### src/rtl/pwm_seq_pkg.sv
// ---------------------------------------------------------------------------
// pwm_seq_pkg : shared types and constants for the PWM sample sequencer
// Rev 1.0
// ---------------------------------------------------------------------------
`default_nettype none

package pwm_seq_pkg;

  localparam int SAMPLE_W       = 12;
  localparam int DEFAULT_PERIOD = 4095;
  localparam logic [SAMPLE_W-1:0] MIDSCALE = 12'h800;

  typedef enum logic [1:0] {
    ST_IDLE     = 2'd0,
    ST_PLAY     = 2'd1,
    ST_UNDERRUN = 2'd2
  } seq_state_e;

endpackage

`default_nettype wire

### src/rtl/sample_fifo.sv
// ---------------------------------------------------------------------------
// sample_fifo : synchronous FIFO with occupancy output (DEPTH power of two, >=2)
// Rev 1.0
// ---------------------------------------------------------------------------
`default_nettype none

module sample_fifo #(
  parameter int DEPTH = 4,
  parameter int WIDTH = 12
) (
  input  logic                     clk,
  input  logic                     rst,
  input  logic                     push,
  input  logic [WIDTH-1:0]         push_data,
  input  logic                     pop,
  output logic [WIDTH-1:0]         pop_data,
  output logic [$clog2(DEPTH):0]   level,
  output logic                     not_full
);

  localparam int AW = $clog2(DEPTH);
  localparam int LW = AW + 1;

  logic [WIDTH-1:0] r_mem [DEPTH];
  logic [AW-1:0]    r_wr_ptr;
  logic [AW-1:0]    r_rd_ptr;
  logic [LW-1:0]    r_level;
  logic             w_push;
  logic             w_pop;

  assign not_full = (r_level < LW'(DEPTH));
  assign w_push   = push && not_full;
  assign w_pop    = pop && (r_level != '0);
  assign pop_data = r_mem[r_rd_ptr];
  assign level    = r_level;

  // Storage needs no reset; pointers and level define what is valid.
  always_ff @(posedge clk) begin
    if (w_push) r_mem[r_wr_ptr] <= push_data;
  end

  always_ff @(posedge clk or posedge rst) begin
    if (rst) begin
      r_wr_ptr <= '0;
      r_rd_ptr <= '0;
      r_level  <= '0;
    end else begin
      if (w_push) r_wr_ptr <= r_wr_ptr + AW'(1);
      if (w_pop)  r_rd_ptr <= r_rd_ptr + AW'(1);
      case ({w_push, w_pop})
        2'b10:   r_level <= r_level + LW'(1);
        2'b01:   r_level <= r_level - LW'(1);
        default: r_level <= r_level;
      endcase
    end
  end

endmodule

`default_nettype wire

### src/rtl/pwm_sample_sequencer.sv
// ---------------------------------------------------------------------------
// pwm_sample_sequencer : frame counter + playback FSM feeding one sample per PWM frame
// Rev 1.0
// ---------------------------------------------------------------------------
`default_nettype none

module pwm_sample_sequencer
  import pwm_seq_pkg::*;
#(
  parameter int PERIOD  = DEFAULT_PERIOD,
  parameter int DEPTH   = 4,
  parameter int PREFILL = 2
) (
  input  logic                     clk,
  input  logic                     rst,
  input  logic                     enable,
  input  logic [SAMPLE_W-1:0]      in_sample,
  input  logic                     in_valid,
  output logic                     in_ready,
  input  logic                     clr_underrun,
  output logic [SAMPLE_W-1:0]      sample_out,
  output logic                     frame_strobe,
  output logic                     underrun,
  output logic [$clog2(DEPTH):0]   level,
  output logic [1:0]               state
);

  localparam int CW = (PERIOD > 1) ? $clog2(PERIOD) : 1;
  localparam int LW = $clog2(DEPTH) + 1;

  logic [CW-1:0]       r_cnt;
  logic                w_boundary;
  logic                r_strobe;
  seq_state_e          r_state, w_state_nxt;
  logic [SAMPLE_W-1:0] r_sample, w_sample_nxt;
  logic                r_underrun, w_underrun_nxt;
  logic                w_pop;
  logic                w_push;
  logic [SAMPLE_W-1:0] w_head;
  logic [LW-1:0]       w_level;

  assign w_boundary = enable && (r_cnt == CW'(PERIOD - 1));
  assign w_push     = in_valid && in_ready;

  sample_fifo #(
    .DEPTH (DEPTH),
    .WIDTH (SAMPLE_W)
  ) u_fifo (
    .clk       (clk),
    .rst       (rst),
    .push      (w_push),
    .push_data (in_sample),
    .pop       (w_pop),
    .pop_data  (w_head),
    .level     (w_level),
    .not_full  (in_ready)
  );

  always_ff @(posedge clk or posedge rst) begin
    if (rst) begin
      r_cnt    <= '0;
      r_strobe <= 1'b0;
    end else begin
      r_strobe <= w_boundary;
      if (!enable || w_boundary) r_cnt <= '0;
      else                       r_cnt <= r_cnt + CW'(1);
    end
  end

  // Decisions use the registered level, so a same-cycle push only counts next frame.
  always_comb begin
    w_state_nxt    = r_state;
    w_sample_nxt   = r_sample;
    w_pop          = 1'b0;
    w_underrun_nxt = r_underrun && !clr_underrun;
    if (!enable) begin
      w_state_nxt  = ST_IDLE;
      w_sample_nxt = MIDSCALE;
    end else if (w_boundary) begin
      case (r_state)
        ST_IDLE, ST_UNDERRUN: begin
          if (w_level >= LW'(PREFILL)) begin
            w_pop        = 1'b1;
            w_sample_nxt = w_head;
            w_state_nxt  = ST_PLAY;
          end
        end
        ST_PLAY: begin
          if (w_level != '0) begin
            w_pop        = 1'b1;
            w_sample_nxt = w_head;
          end else begin
            w_underrun_nxt = 1'b1;
            w_state_nxt    = ST_UNDERRUN;
          end
        end
        default: begin
          w_state_nxt  = ST_IDLE;
          w_sample_nxt = MIDSCALE;
        end
      endcase
    end
  end

  always_ff @(posedge clk or posedge rst) begin
    if (rst) begin
      r_state    <= ST_IDLE;
      r_sample   <= MIDSCALE;
      r_underrun <= 1'b0;
    end else begin
      r_state    <= w_state_nxt;
      r_sample   <= w_sample_nxt;
      r_underrun <= w_underrun_nxt;
    end
  end

  assign sample_out   = r_sample;
  assign frame_strobe = r_strobe;
  assign underrun     = r_underrun;
  assign level        = w_level;
  assign state        = r_state;

endmodule

`default_nettype wire

### config.mk
export PLATFORM = sky130hd
export DESIGN_NAME = pwm_sample_sequencer
export DESIGN_NICKNAME = d
export VERILOG_FILES = /design/src/rtl/pwm_seq_pkg.sv /design/src/rtl/sample_fifo.sv /design/src/rtl/pwm_sample_sequencer.sv
export SDC_FILE = /design/constraint.sdc
export NUM_CORES = 1
export LEC_CHECK = 0
export ABC_CLOCK_PERIOD_IN_PS = 4200
export BUFFER_PORTS_ARGS = -buffer_cell sky130_fd_sc_hd__clkbuf_2
export CAP_MARGIN = 20
export CORE_AREA = 3 3 117 74
export CTS_BUF_LIST = sky130_fd_sc_hd__clkbuf_8
export DETAILED_ROUTE_END_ITERATION = 12
export DIE_AREA = 0 0 120 77
export PLACE_DENSITY = 0.67
export SYNTH_ARGS = -nofsm -noshare
export SYNTH_HDL_FRONTEND = slang
export SYNTH_SLANG_ARGS = --single-unit
### constraint.sdc
create_clock -name clk -period 4.2 [get_ports clk]
set_input_delay 0.42 -clock clk [delete_from_list [all_inputs] [get_ports clk]]
set_output_delay 0.42 -clock clk [all_outputs]
set_load 0.03 [all_outputs]
Word-level counts from Yosys, hierarchy flattened. Memories as Yosys holds them, arrays and structs flattened. Cells that the tools add are included.

Reductions and logical operators: 14. Mux-type cells: 23. Add/sub/neg operators: 5. Eq/ne operators: 9. Magnitude comparators: 2.

Operator list (count): $mux 12 (5); $pmux 12 s2 (1); $add 12x1->12 const B (1); $eq 12x12->1 const B (1); $mux 1 (10); $ne 3x3->1 const B (3); $mux 2 (4); $pmux 3 s2 (1); $reduce_and 3->1 (2); $logic_and 1x1->1 (5); $add 2x1->2 const B (2); $eq 2x1->1 const B (2); $eq 2x2->1 const B (2); $pmux 2 s2 (1); $add 3x1->3 const B (1); $ge 3x2->1 const B (1); $lt 3x3->1 const B (1); $reduce_bool 3->1 (1); $sub 3x1->3 const B (1); $logic_not 1->1 (2); $logic_not 2->1 (1); $ne 2x1->1 const B (1); $pmux 1 s2 (1); $reduce_bool 2->1 (1); other kinds (2) (2).

Word-level logic and storage cells: 62. Register bits: 35. Output and inout port bits: 20. Memories kept: 1. Bits of input ports: 17. Memory bits (writable): 48.

Memory list: u_fifo.r_mem (words 4, bits a word 12, read ports 1, clocked after memory_dff 0, write ports 1, RTL line sample_fifo.sv:24) `logic [WIDTH-1:0] r_mem [DEPTH];`.

Depth between registers and ports, before layout. Gate-level depths: netlist (run 1).

Depth in word-level cells: 8. Gate-level depth with buffers: 13. Mapped depth without buffers: 12.

By module. A second synthesis (run 1) with hierarchy kept.

Cells, all modules: 218. Area, all modules: 3454.6 µm².

By module, submodules not included: sample_fifo (sequential area each 1616.6 µm², instances 1, cells each 102, area each 2173.3 µm²); pwm_sample_sequencer (sequential area each 701.9 µm², instances 1, cells each 116, area each 1281.2 µm²).

Worst setup path after synthesis (run 1). Ideal clock, no wire load.

Path kind: register -> register. From: register r_cnt[2]. To: register u_fifo.r_level[2] (netlist: u_fifo.level[2]). Buffers on the path: 1. Stages on the path, launching flop included: 12. Setup slack: 1.857 ns. Arrival: 2.211 ns. Period minus slack after synthesis: 2.343 ns. Cells stage by stage: dfrtp_1 > nand4_4 > nor4_4 > nand3_1 > buf_2 > inv_1 > ha_1 > inv_1 > fa_1 > xor2_1 > nor2_1 > xnor2_1.

Word-level cells in the longest chain between the ends: 7. Elaborated cells on any way between the ends: 9. Those cells by class: 3 x eq/ne; 3 x mux; 3 x reduce/logical.

RTL lines: start: declaration (RTL line pwm_sample_sequencer.sv:31) `logic [CW-1:0] r_cnt;`; start signal: assignment (RTL line pwm_sample_sequencer.sv:66) `else r_cnt <= r_cnt + CW'(1);`; $eq 12x12->1 (*) (RTL line pwm_sample_sequencer.sv:42) `assign w_boundary = enable && (r_cnt == CW'(PERIOD - 1));`; $logic_and 1x1->1 (*) (RTL line pwm_sample_sequencer.sv:42); $mux 1 (*) (RTL line pwm_sample_sequencer.sv:79) `end else if (w_boundary) begin`; $mux 1 (*) (RTL line pwm_sample_sequencer.sv:76) `if (!enable) begin`; $logic_and 1x1->1 (*) (RTL line sample_fifo.sv:33) `assign w_pop = pop && (r_level != '0);`; via u_fifo.w_pop (RTL line sample_fifo.sv:29) `logic w_pop;`; $eq 2x1->1 / $eq 2x2->1 (equally long branches) (RTL line sample_fifo.sv:50) `case ({w_push, w_pop})`; $pmux 3 s2 / $reduce_bool 2->1 (equally long branches); end signal: assignment (RTL line sample_fifo.sv:51) `2'b10: r_level <= r_level + LW'(1);`; end signal: assignment (RTL line sample_fifo.sv:52) `2'b01: r_level <= r_level - LW'(1);`; end signal: assignment (RTL line sample_fifo.sv:53) `default: r_level <= r_level;`; end: declaration (RTL line sample_fifo.sv:27) `logic [LW-1:0] r_level;`.

Mark *: on every way through the listed nets, which the timed path passes. The rest lies on a longest branch. A chain may end at the register's enable or synchronous reset.

Worst setup path in the final report (run 1). Same ends and word-level chain as after synthesis.

==> results of run 1 <==
## logic make-up after synthesis
logic type,synth area share
fa+ha+maj,0.03148
buf+inv,0.04209
mux,0.08199
flops,0.6783
simple gates,0.07540
compound gates,0.04978
xor+xnor,0.04100
## worst register-to-register path, delay by kind of cell (launching register included)
kind	cells	cell delay, ns
simple gates	4	1.24
fa+ha+maj	2	0.57
flops	1	0.49
xor+xnor	2	0.27
buf+inv	2	0.24
## flip-flops by register name, indices dropped and copies added (netlist names)
name             flops
frame_strobe         1
u_fifo.level         3
u_fifo.r_wr_ptr      2
u_fifo.r_rd_ptr      2
sample_out          12
underrun             1
state                2
r_cnt               12
u_fifo.r_mem        48
## power by group
group | leakage, nW | switching [mW] | internal [mW]
sequential | 0.908 | 0.0478 | 0.962
clock | 0.0869 | 0.268 | 0.224
combinational | 0.562 | 0.176 | 0.0888
total | 1.56 | 0.492 | 1.28
## cell type report
type                    count  area (sq um)  share of cell area
repair buffers             37         187.7             0.04851
clock buffers              10         137.6             0.03558
clock inverters             6         32.53            0.008409
flip-flops and latches     83          2318              0.5993
multi-input cells         108         955.9              0.2471
inverters                  27         101.3             0.02620
well taps                 108         135.1             0.03493
## metrics by stage
stage | hold WS [ns] | setup WS (ns) | cell area, sq um
CTS | 0.1385 | 1.344 | 3869
finish | 0.1382 | 1.322 | 3869
global route | 0.1719 | 1.093 | 3869
global placement | 0.4586 | 1.492 | 3699
detailed placement | 0.4632 | 1.371 | 3699
floorplan | 0.4689 | 1.857 | 3418
## synth_stat cells (2+ instances only)
master / count / area share
sky130_fd_sc_hd__o21ai_0: 4 / 0.0059
sky130_fd_sc_hd__buf_2: 4 / 0.0059
sky130_fd_sc_hd__a21oi_1: 4 / 0.0059
sky130_fd_sc_hd__nand3_1: 5 / 0.0073
sky130_fd_sc_hd__edfxtp_1: 48 / 0.42
sky130_fd_sc_hd__nor4_1: 3 / 0.0055
sky130_fd_sc_hd__inv_1: 27 / 0.030
sky130_fd_sc_hd__ha_1: 7 / 0.026
sky130_fd_sc_hd__nor3_1: 3 / 0.0044
sky130_fd_sc_hd__and2_1: 4 / 0.0073
sky130_fd_sc_hd__mux4_2: 12 / 0.079
sky130_fd_sc_hd__xor2_1: 3 / 0.0077
sky130_fd_sc_hd__dfrtp_1: 34 / 0.25
sky130_fd_sc_hd__o2bb2ai_1: 11 / 0.028
sky130_fd_sc_hd__nand2_1: 9 / 0.0099
sky130_fd_sc_hd__xnor2_1: 13 / 0.033
sky130_fd_sc_hd__o32ai_1: 2 / 0.0051
sky130_fd_sc_hd__clkbuf_1: 2 / 0.0022
sky130_fd_sc_hd__nor2_1: 17 / 0.019
## final timing paths
| check | start | slack, ns | to |
|---|---|---|---|
| setup / recovery | r_cnt[2]$_DFF_PP0_ | 1.32 | u_fifo.level[2]$_DFFE_PP0P_ |
| hold / removal | rst | 0.14 | r_cnt[4]$_DFF_PP0_ |
| setup reg to reg | r_cnt[2]$_DFF_PP0_ | 1.32 | u_fifo.level[2]$_DFFE_PP0P_ |
| hold reg to reg | sample_out[11]$_DFFE_PP1P_ | 0.48 | sample_out[11]$_DFFE_PP1P_ |
| max in group asynchronous | rst | 3.71 | sample_out[11]$_DFFE_PP1P_ |
| min in group clk | clr_underrun | 0.25 | underrun$_DFF_PP0_ |
## routing by layer
layer  GRT usage  share of wire  vias to the layer above
met2      0.1966           0.43                       35
met1      0.2044           0.51                      897
met4     0.05143         0.0058                        0
met3     0.06043          0.054                        2
li1            -              -                      884
met5           0              0                        -
==> out/summary.md, run 1 <==
The flow ran to the end, and the final reports show no timing, DRC or antenna violations. Setup total negative slack on the finished layout was measured at 0 ns. The number of register bits inferred by synthesis was 83; the utilization after layout was 0.5007.

The tools report the peak ir drop on the vdd network as 0.0002550 V. The tree is rooted in a sky130_fd_sc_hd__clkbuf_8. The detail-routed net length per standard cell is 15.46 um.

The initial standard-cell utilization of the core is 0.4424, and the count of buffer and inverter cells on the critical path is 2. The area growth from synthesis to layout was 13.18%; the number of cells after detailed placement was 363. The signal on the critical path passes through nand4_4 -> nor4_4 -> nand3_1 -> inv_1 -> ha_1 -> inv_1 -> fa_1 -> xor2_1 -> nor2_1 -> xnor2_1. STA classifies the critical path startpoint as a register. The family with the most delay on the worst path is simple AND/OR/NAND/NOR gates.

The clock passes through at most 2 buffers. The number of different library cells used by synthesis comes to 33. The finished layout holds 379 standard cells, fillers aside.

The clock reaches the later pin of the worst-skew pair after 0.35 ns. The analysis attributes to cell leakage a power of 1.557 nW. Dividing the detail-routed via count by the number of cells gives 4.797.

During I/O placement, the number of pins put on the boundary was 37. The final estimated routing congestion in global placement is 0.7734, and the share of the clock period used by the worst path is 0.6853. The ratio of cells with drive above 1 in the final layout is 0.2472, and the number of levels the H-tree was split into is 3.

For this run, the post-layout net count is 291. The run gives 1.768 mW as the total design power. 0 antenna diodes ended up in the layout. Violation count after the first detailed-route iteration: 122.

The power density over the cells is 457.0 nW/um^2. The summed instance area of the synthesized netlist is 3418 sq um. TritonCTS built the clock tree. For the number of buffers added by the clock tree synthesis step, the log shows 9.

The final-report hold violation count is 0, and the height of the die is 77 um. The classification of the worst setup path was reg -> reg. The tools report the via count of the first global-routing pass as 1924.

The largest fanout on the critical path was 14. Leaving out fill and tap cells, the most frequent cells in the layout are sky130_fd_sc_hd__edfxtp_1 (48), sky130_fd_sc_hd__clkbuf_2 (36), sky130_fd_sc_hd__dfrtp_1 (34), sky130_fd_sc_hd__inv_1 (28), sky130_fd_sc_hd__nor2_1 (17). The number of antenna violations at the first check in global routing is 0. In this run the worst hold path is classified as in -> async.

The total detailed-routing wirelength is 5859 um. Once detail routing completed, the nets flagged for antenna violations numbered 0. Among all flip-flop cells after synthesis, the most frequent one is sky130_fd_sc_hd__edfxtp_1. The number of detailed-route iterations in the first pass was 4. The floorplan has 25 rows.

For this run, the top clock speed supported by timing is 347.4 MHz. Setup repair after global routing left no endpoint under its margin. The required time reported for the critical path endpoint was 4.47 ns; the share of synthesized flip-flops with an asynchronous set or reset was 0.4217. The average footprint of a synthesized cell is 15.13 sq um. The die outline width is 120 um, and the count of input and output buffers is 36. The routed layout has 1818 vias. The layout has 665 filler cells. Detailed placement ended at an HPWL of 3963 um. The fraction of the yosys area taken by sequential cells was 0.6783.

Counting I/O delays and the setup requirement, the final critical path takes 2.878 ns. The critical path runs through a total of 10 cells. Max-cap violations in this run came to 0. The floorplan step defined a die boundary enclosing 9240 sq um. The Yosys step of the flow raised 0 warnings.

Net count of the mapped netlist: 251. Entering global routing, the biggest net connects 36 pins. The clock drives 83 sinks. The arrival time at the worst endpoint came out at 3.15 ns. The total grt overflow came out at 0.

After detailed routing, the number of remaining DRC violations is 0. Counting stages on the worst path, the most repeated cell is sky130_fd_sc_hd__inv_1. The relative slew slack came out at 0.2271. The count of flip-flops with a built-in enable after synthesis was 48; the global routing usage summed across all routing layers was 0.1435.

The number of gates resized after CTS was 0. For the pin with the worst max-slew slack, the measured transition is 1.159 ns. The floorplan core area was 7726 sq um; the worst clock skew was 0.008112 ns.

Clock-pin slew was measured on the worst setup and hold paths at 0.08 ns. The count of hold buffers inserted by post-cts repair was 0. The number of slew-limit violations in the final report is 0, and the delay of the slowest critical-path stage is 0.57 ns. Leaving out fill and tap cells, the most frequent cell in the layout is sky130_fd_sc_hd__edfxtp_1. The endpoint class of the critical path is a register.

Setup violations remaining at the end of the flow were counted as 0. The first global-routing pass estimated 9922 um of wire. In this run the post-CTS setup repair buffer count came out at 0. After technology mapping, the gate count stands at 226. The slowest stage cell on the critical path was sky130_fd_sc_hd__nand3_1. For the worst flop-to-flop path, the logic depth is 10.
Power figures use the tool's default switching activity.
==> inputs of run 2 (changes only) <==
--- a/config.mk
+++ b/config.mk
@@ -5,13 +5,14 @@
 export SDC_FILE = /design/constraint.sdc
 export NUM_CORES = 1
 export LEC_CHECK = 0
-export ABC_CLOCK_PERIOD_IN_PS = 4200
+export ABC_AREA = 1
+export ABC_CLOCK_PERIOD_IN_PS = 2800
 export BUFFER_PORTS_ARGS = -buffer_cell sky130_fd_sc_hd__clkbuf_2
 export CAP_MARGIN = 20
-export CORE_AREA = 3 3 117 74
+export CORE_AREA = 3 3 121 76
 export CTS_BUF_LIST = sky130_fd_sc_hd__clkbuf_8
 export DETAILED_ROUTE_END_ITERATION = 12
-export DIE_AREA = 0 0 120 77
+export DIE_AREA = 0 0 124 79
 export PLACE_DENSITY = 0.67
 export SYNTH_ARGS = -nofsm -noshare
 export SYNTH_HDL_FRONTEND = slang
==> constraint.sdc (replaced) <==
create_clock -name clk -period 2.8 [get_ports clk]
set_input_delay 0.28 -clock clk [delete_from_list [all_inputs] [get_ports clk]]
set_output_delay 0.28 -clock clk [all_outputs]
set_load 0.03 [all_outputs]
==> out/summary.md, run 2 <==
The run finished, with violations left. The checks that failed: hold timing. The max-capacitance violation count was 0. The largest family of logic cells by synthesized area was simple AND/OR/NAND/NOR gates. The commonest register cell after synthesis is sky130_fd_sc_hd__edfxtp_1.

The mux cell area share after synthesis was 0; the floorplan core area was 8008 sq um. The first routing iteration left 173 violations. TritonCTS built the clock tree.

The clock transition time at the flip-flop clock pins of the worst setup and hold paths came out at 0.08 ns. Summing every instance area after synthesis gives 3670 sq um. The source-to-sink clock delay at the later pin of the worst-skew pair came out at 0.36 ns.

VDD sags by at most 0.0002887 V. In this run the count of I/O pins placed on the die edge is 37. Entering global routing, the biggest net connects 36 pins. The run gives 0 as the number of setup violations in the final report. By area the synthesized netlist is led by sky130_fd_sc_hd__edfxtp_1 (39%), sky130_fd_sc_hd__dfrtp_1 (23%), sky130_fd_sc_hd__nand2_1 (12%), sky130_fd_sc_hd__nor2_1 (4.7%), sky130_fd_sc_hd__nand3_1 (4.6%). The simple-gate portion of the synthesized area is 0.2448.

At the worst endpoint, the arrival time is 2.60 ns. The H-tree was split into 3 levels. For the half-perimeter wire length of the detailed placement result, the log shows 5303 um.

After routing, the total negative slack on setup checks comes to 0 ns. The relative slew slack was 0.3736; the final critical path time including I/O delays and setup was 2.368 ns. Adder and majority cell fraction of the synthesized area: 0.02932.

The number of antenna violations at the first check in global routing is 0. The power density over the cells came out at 546.9 nW/um^2. Endpoint class of the critical path: a register. The fraction of the mapped netlist area in compound gates is 0.03034, and the number of detailed-route iterations in the first pass is 4. The largest register by flop count was u_fifo.r_mem. The utilization after layout is 0.5192, and the fraction of the yosys area taken by sequential cells is 0.6318.

Of all nets on the critical path, the largest fanout is 5. The antenna diode instance count was 0; the average footprint of a synthesized cell was 9.760 sq um. The die area was 9796 sq um. Dividing the detail-routed wire length by the instance count gives 14.27 um. The run gives 520.5 uW as the net switching power of the design. The logs give 0 for the number of DRC violations after detailed routing and 750 for the number of fill cells in the layout. The critical path in this run is classified as reg -> reg. STA classifies the critical path startpoint as a register. The synthesized netlist contains 27 unique library cells. The library cell used most frequently in the layout, excluding fill and tap cells, is sky130_fd_sc_hd__nand2_1. The total of cells resized after clock tree synthesis was 0; the ratio of cells with drive above 1 in the final layout was 0.1509. The share of the clock period used by the worst path was 0.8458; the share of the synthesized netlist area taken by xor and xnor gates was 0.01432. Counting flops and latches in the post-synthesis netlist gives 83. The net count of the mapped netlist is 401.

The share of synthesized flip-flops with an asynchronous set or reset works out to 0.4217. For the final estimated routing congestion in global placement, the log shows 0.9012. The area share of the largest cell type after synthesis was 0.3928. The routed via count is 2610, and the number of buffers added for setup after CTS is 0.

The cell-internal power was 1.753 mW. sky130_fd_sc_hd__nand2_1 is the most common cell in the netlist. The run gives 0.066 as the combinational share of power.

Wire length of the first global-routing pass: 12480 um. The clock network fraction of design power came out at 0.347. Setup repair after global routing left no endpoint under its margin.

The number of slew-limit violations in the final report came out at 0. During synthesis, Yosys emitted a total of 0 warnings. Summed over all instances, the cell type with the most area after synthesis is sky130_fd_sc_hd__edfxtp_1.

The worst hold-check slack is -0.004159 ns, and the number of vias per cell is 4.906. After floorplanning, the core was divided into 25 placement rows. Buffers placed on the I/O ports in this run total 36. Synthesis produced 376 cells. The final-report hold violation count came out at 4. Leaving out fill and tap cells, the most frequent cells in the layout are sky130_fd_sc_hd__nand2_1 (122), sky130_fd_sc_hd__edfxtp_1 (48), sky130_fd_sc_hd__nor2_1 (46), sky130_fd_sc_hd__clkbuf_2 (36).

For the worst clock skew, the log shows 0.009055 ns. Setup slack on the worst reg-to-reg path comes out at 0.43 ns. The die is 79 um tall. Total grt overflow: 0.

The share of total power consumed by net switching is 0.2289, and the number of buffers added by the clock tree synthesis step is 9. For the worst setup path, the data required time is 3.04 ns. The die outline width works out to 124 um. In the synthesized netlist, the cells that appear most often are sky130_fd_sc_hd__nand2_1 (122), sky130_fd_sc_hd__edfxtp_1 (48), sky130_fd_sc_hd__nor2_1 (46).

For this design, the CTS-stage hold fixing added 0 buffers. The detail route stage leaves a number of antenna-violating nets equal to 0. Part of the total power dissipated in sequential elements: 0.587. For the pin with the worst max-slew slack, the measured transition is 0.9361 ns. The tools report the fmax as 422.3 MHz. The run gives 0.4583 as the initial standard-cell utilization of the core.

The area growth from synthesis to layout works out to 13.30%. The tree is rooted in a sky130_fd_sc_hd__clkbuf_8. Global routing usage summed across all routing layers: 0.1700.

The class of the tightest hold or removal check was in -> async. The final layout contains routed wiring with a total length of 7592 um. In this run the static leakage power is 1.842 nW. In this run the deepest clock path goes through 2 buffers.

Yosys mapped a number of flops with a built-in enable equal to 48. In the final design database the tool counted 444 nets. The via count of the first global-routing pass was 2520; the flip-flop count of the largest register, all copies and words added was 48. For the number of sinks driven by the clock tree, the log shows 83.
## run 2: path summary, 6_finish.rpt
kind	startpoint	endpoint	cells past startpoint
max in group asynchronous	rst	sample_out[11]$_DFFE_PP1P_	3
hold reg to reg	sample_out[11]$_DFFE_PP1P_	sample_out[11]$_DFFE_PP1P_	2
setup / recovery	r_cnt[0]$_DFF_PP0_	u_fifo.level[2]$_DFFE_PP0P_	12
min in group clk	clr_underrun	underrun$_DFF_PP0_	2
hold / removal	rst	r_cnt[11]$_DFF_PP0_	3
setup reg to reg	r_cnt[0]$_DFF_PP0_	u_fifo.level[2]$_DFFE_PP0P_	12
## run 2: cells by family (layout without fill, tap and decap cells)
| logic type | count (synthesis) | after routing |
|---|---|---|
| buffers and inverters | 43 | 91 |
| DFF | 83 | 83 |
| AOI/OAI and AO/OA | 21 | 21 |
| adders and majority gates | 8 | 8 |
| and+or+nand+nor | 215 | 215 |
| xor gates and xnor gates | 6 | 6 |
## run 2: worst max-delay path, stage by stage (launching register included)
cell and delay, ns:
sky130_fd_sc_hd__dfrtp_1 0.43, sky130_fd_sc_hd__inv_1 0.10, sky130_fd_sc_hd__ha_1 0.18, sky130_fd_sc_hd__inv_1 0.05
sky130_fd_sc_hd__nor2_1 0.18, sky130_fd_sc_hd__nand3_4 0.14, sky130_fd_sc_hd__nor2_1 0.17, sky130_fd_sc_hd__ha_1 0.16
sky130_fd_sc_hd__inv_1 0.07, sky130_fd_sc_hd__fa_1 0.38, sky130_fd_sc_hd__a21oi_1 0.14, sky130_fd_sc_hd__o21ai_0 0.11
sky130_fd_sc_hd__xor2_1 0.15
## run 2: layout make-up
cell class / count / area [sq um] / share of cell area
Sequential cell: 83 / 2318 / 0.5576
Timing Repair Buffer: 44 / 240.2 / 0.05778
Tap cell: 108 / 135.1 / 0.03250
Clock buffer: 9 / 123.9 / 0.02979
Multi-Input combinational cell: 250 / 1170 / 0.2814
Inverter: 31 / 116.4 / 0.02799
Clock inverter: 7 / 53.80 / 0.01294
## run 2: metal layers
| layer | wire length, um | share of wire | vias to the layer above | global-route usage |
|---|---|---|---|---|
| li1 | - | - | 1301 | - |
| met2 | 3233 | 0.43 | 57 | 0.2356 |
| met3 | 439 | 0.058 | 9 | 0.06121 |
| met4 | 74 | 0.0097 | 0 | 0.05027 |
| met1 | 3846 | 0.51 | 1243 | 0.2502 |
| met5 | 0 | 0 | - | 0 |
## run 2: power by group through the flow
| stage | Combinational, mW | Sequential [mW] | Clock [mW] |
|---|---|---|---|
| after floorplan | 0.0620 | 1.39 | 0 |
| after global placement | 0.150 | 1.36 | 0 |
| after detailed placement | 0.152 | 1.36 | 0 |
| after CTS | 0.152 | 1.34 | 0.807 |
| after global routing | 0.169 | 1.34 | 0.858 |
| final | 0.149 | 1.34 | 0.789 |
## run 2: metrics by stage
step	std cells	area [sq um]	total power [mW]	worst slack, ns	hold WS [ns]
5_1_grt	532	4158	2.365	0.1600	0.04669
6_report	532	4158	2.274	0.4319	-0.004159
3_5_place_dp	516	3980	1.513	0.4310	0.3843
4_1_cts	532	4158	2.294	0.4327	0.0006366
2_1_floorplan	376	3670	1.455	0.6456	0.3764
3_3_place_gp	516	3980	1.511	0.5249	0.3876
==> inputs of run 3 (changes only) <==
--- a/config.mk
+++ b/config.mk
@@ -6,14 +6,14 @@
 export NUM_CORES = 1
 export LEC_CHECK = 0
 export ABC_AREA = 1
-export ABC_CLOCK_PERIOD_IN_PS = 2800
+export ABC_CLOCK_PERIOD_IN_PS = 2000
 export BUFFER_PORTS_ARGS = -buffer_cell sky130_fd_sc_hd__clkbuf_2
 export CAP_MARGIN = 20
 export CORE_AREA = 3 3 121 76
 export CTS_BUF_LIST = sky130_fd_sc_hd__clkbuf_8
 export DETAILED_ROUTE_END_ITERATION = 12
 export DIE_AREA = 0 0 124 79
-export PLACE_DENSITY = 0.67
+export PLACE_DENSITY = 0.69
 export SYNTH_ARGS = -nofsm -noshare
 export SYNTH_HDL_FRONTEND = slang
 export SYNTH_SLANG_ARGS = --single-unit
==> constraint.sdc (replaced) <==
create_clock -name clk -period 2 [get_ports clk]
set_input_delay 0.2 -clock clk [delete_from_list [all_inputs] [get_ports clk]]
set_output_delay 0.2 -clock clk [all_outputs]
set_load 0.03 [all_outputs]
==> out/summary.md, run 3 (synthesis gave the netlist of run 2 again) <==
The initial standard-cell utilization of the core is 0.4583. In this run the worst setup path begins at r_cnt[0]$_DFF_PP0_. The logs give 2.780 mW for the cell-internal power and 2652 for the routed via count. For this run, the top clock speed supported by timing is 512.8 MHz.

The relative slew slack is 0.6871, and the number of buffers added by the clock tree synthesis step is 9. The die is 79 um tall. For the total leakage power, the log shows 1.937 nW.

Leaving out fill and tap cells, the most frequent cell in the layout is sky130_fd_sc_hd__nand2_1. The run finished with clean final reports. The power density over the cells came out at 808.6 nW/um^2.

For the total grt overflow, the log shows 0. The number of buffers between clock root and the deepest sink was 2. The share of the clock period used by the worst path was 0.9750.

The largest single stage delay on the critical path is 0.40 ns. The first global-routing pass estimated 12390 um of wire. The run gives 460 as the count of nets after finishing. The critical path is of the reg -> reg type. The via count of the first global-routing pass is 2469. The setup check on the worst reg-to-reg path leaves a slack of 0.05 ns. The run gives 5283 um as the half-perimeter wire length of the detailed placement result.

The die covers 9796 sq um. The most frequent cell on the critical path was sky130_fd_sc_hd__inv_2. For the final-report hold violation count, the log shows 0. The hold path endpoint is underrun$_DFF_PP0_. Slew at the pin closest to its max-slew limit: 0.4693 ns.

0 antenna diodes ended up in the layout. TritonCTS built the clock tree. Measured in cells, the most critical reg-to-reg path has a length of 12.

The endpoint class of the critical path is a register. The number of nets still failing antenna checks after routing is 0. The min-delay analysis places its worst path in the category in -> reg. For the combinational share of power, the log shows 0.066. Clock-pin slew was measured on the worst setup and hold paths at 0.08 ns. The max-capacitance violation count is 0. The global routing usage summed across all routing layers came out at 0.1684. The initialized floorplan defines 25 standard-cell rows. Entering global routing, the biggest net connects 36 pins. From synthesis to final layout, the design area changed by 20.01%. The worst clock skew was 0.004424 ns; the number of cells after detailed placement was 527. The floorplan core area came out at 8008 sq um. The clock net in this run drives a total of 83 sinks.

Startpoint of the tightest hold check path: clr_underrun. The slowest stage cell on the critical path was sky130_fd_sc_hd__dfrtp_1. The required time reported for the critical path endpoint was 2.25 ns; the total design power was 3.561 mW. Wires add up to 7646 um. The ratio of cells with drive above 1 in the final layout is 0.2136, and the arrival time at the worst endpoint is 2.20 ns. The number of antenna violations at the first check in global routing was 0.

For this design the top-level I/O count stands at 37. Leaving out fill and tap cells, the most frequent cells in the layout are sky130_fd_sc_hd__nand2_1 (122), sky130_fd_sc_hd__edfxtp_1 (48), sky130_fd_sc_hd__nor2_1 (44), sky130_fd_sc_hd__clkbuf_2 (36). Setup repair after global routing could not meet its margin everywhere. For the number of levels the H-tree was split into, the log shows 3. In the final routed layout, each cell accounts on average for 13.95 um. The part of the total power dissipated in sequential elements was 0.525; the count of buffer and inverter cells on the critical path was 3.

Setup violations remaining at the end of the flow were counted as 0. The count of buffers added on input and output ports is 36. The register with the most flip-flops in the layout has 48 of them.

The number of slew-limit violations in the final report came out at 0. In this run the worst path has a maximum fanout of 2. The critical path goes through inv_2 -> ha_4 -> inv_2 -> nor2_4 -> nand3_4 -> nor2_4 -> ha_4 -> inv_2 -> fa_2 -> a21oi_2 -> o21ai_1 -> xor2_1. The clock network fraction of design power is 0.410.

Along the worst hold path, the cell count comes to 2. In this run the critical register-to-register path is launched from r_cnt[0]$_DFF_PP0_. The run gives 0.0004383 V as the peak ir drop on the vdd network. The clock reaches the later pin of the worst-skew pair after 0.36 ns.

The share of total power consumed by net switching came out at 0.2192. The reg-to-reg critical path endpoint was u_fifo.level[2]$_DFFE_PP0P_. Startpoint class of the critical path: a register. For the violation count after the first detailed-route iteration, the log shows 181. After layout, the minimum clock period comes to 1.950 ns.

The die outline width came out at 124 um. The number of vias per cell was 4.839; the number of DRC violations after detailed routing was 0. The final estimated routing congestion in global placement is 0.8513. The tree is rooted in a sky130_fd_sc_hd__clkbuf_8. The kind of cell with the highest combined delay along the critical path is adder cells.

For this design the total switching power over the nets is 780.7 uW. The filler-free cell count of the finished design was 548. The register with the most flip-flops in the final layout is u_fifo.r_mem. For the number of detailed-route iterations in the first pass, the log shows 5.
[run 3: changes by cell type in the layout (fill, tap and decap cells not counted), sizes merged]
cell,previous run,this run
clkbuf,45,46
buf,8,23
dlygate4sd3,0,1
clkinv,2,3
bufinv,1,3
inv,35,31
[run 3: metal layers]
layer  wire [um]  global-route usage  share of wire  up-vias
met2        3183              0.2377           0.42       88
met4          68             0.04590         0.0089        0
met1        3850              0.2496           0.50     1220
li1            -                   -              -     1335
met3         544             0.05409          0.071        9
met5           0                   0              0        -
[run 3: power by group through the flow]
| stage | Sequential (mW) | Clock [mW] | Combinational [mW] |
|---|---|---|---|
| after global routing | 1.87 | 1.59 | 0.264 |
| after floorplan | 1.95 | 0 | 0.0884 |
| final | 1.87 | 1.46 | 0.234 |
| after detailed placement | 1.90 | 0 | 0.227 |
| after global placement | 1.90 | 0 | 0.226 |
| after CTS | 1.87 | 1.49 | 0.234 |
[run 3: what timing repair did]
action / 4_1_cts / 5_1_grt
endpoints found under the setup margin: 1 / 1
setup buffers: 2 / 2
hold endpoints to repair: 34 / 0
resized for setup: 8 / 1
pin swaps: 6 / 6
hold buffers: 1 / 0
[run 3: area by class of cell]
cell class	count	area, sq um
clock inverters	6	112.6
repair buffers	60	362.8
clock buffers	10	137.6
fillers	723	3603
inverters	31	116.4
multi-input cells	250	1221
well taps	108	135.1
flip-flops and latches	83	2318
[run 3: worst max path at each step]
stage	slack (ns)	endpoint	cells after the start
finish	0.05	u_fifo.level[2]$_DFFE_PP0P_	12
global route	-0.02	u_fifo.level[2]$_DFFE_PP0P_	12
CTS	0.003	u_fifo.level[2]$_DFFE_PP0P_	12
detailed placement	-0.06	u_fifo.level[2]$_DFFE_PP0P_	12
global placement	0.02	u_fifo.level[2]$_DFFE_PP0P_	12
floorplan	-0.005	u_fifo.level[2]$_DFFE_PP0P_	12
[run 3: per-stage QoR]
stage                     utilization  setup WS, ns  hold WS, ns  instance area, sq um    TNS, ns
after detailed placement       0.5092      -0.06150       0.3158                  4078   -0.06150
after global routing           0.5500      -0.02213      0.04495                  4404   -0.02213
after CTS                      0.5477      0.003327     0.005461                  4385          0
final                          0.5500       0.04996      0.01631                  4404          0
after global placement         0.5092       0.02086       0.3098                  4078          0
after floorplan                     -     -0.005395       0.2964                  3685  -0.005395
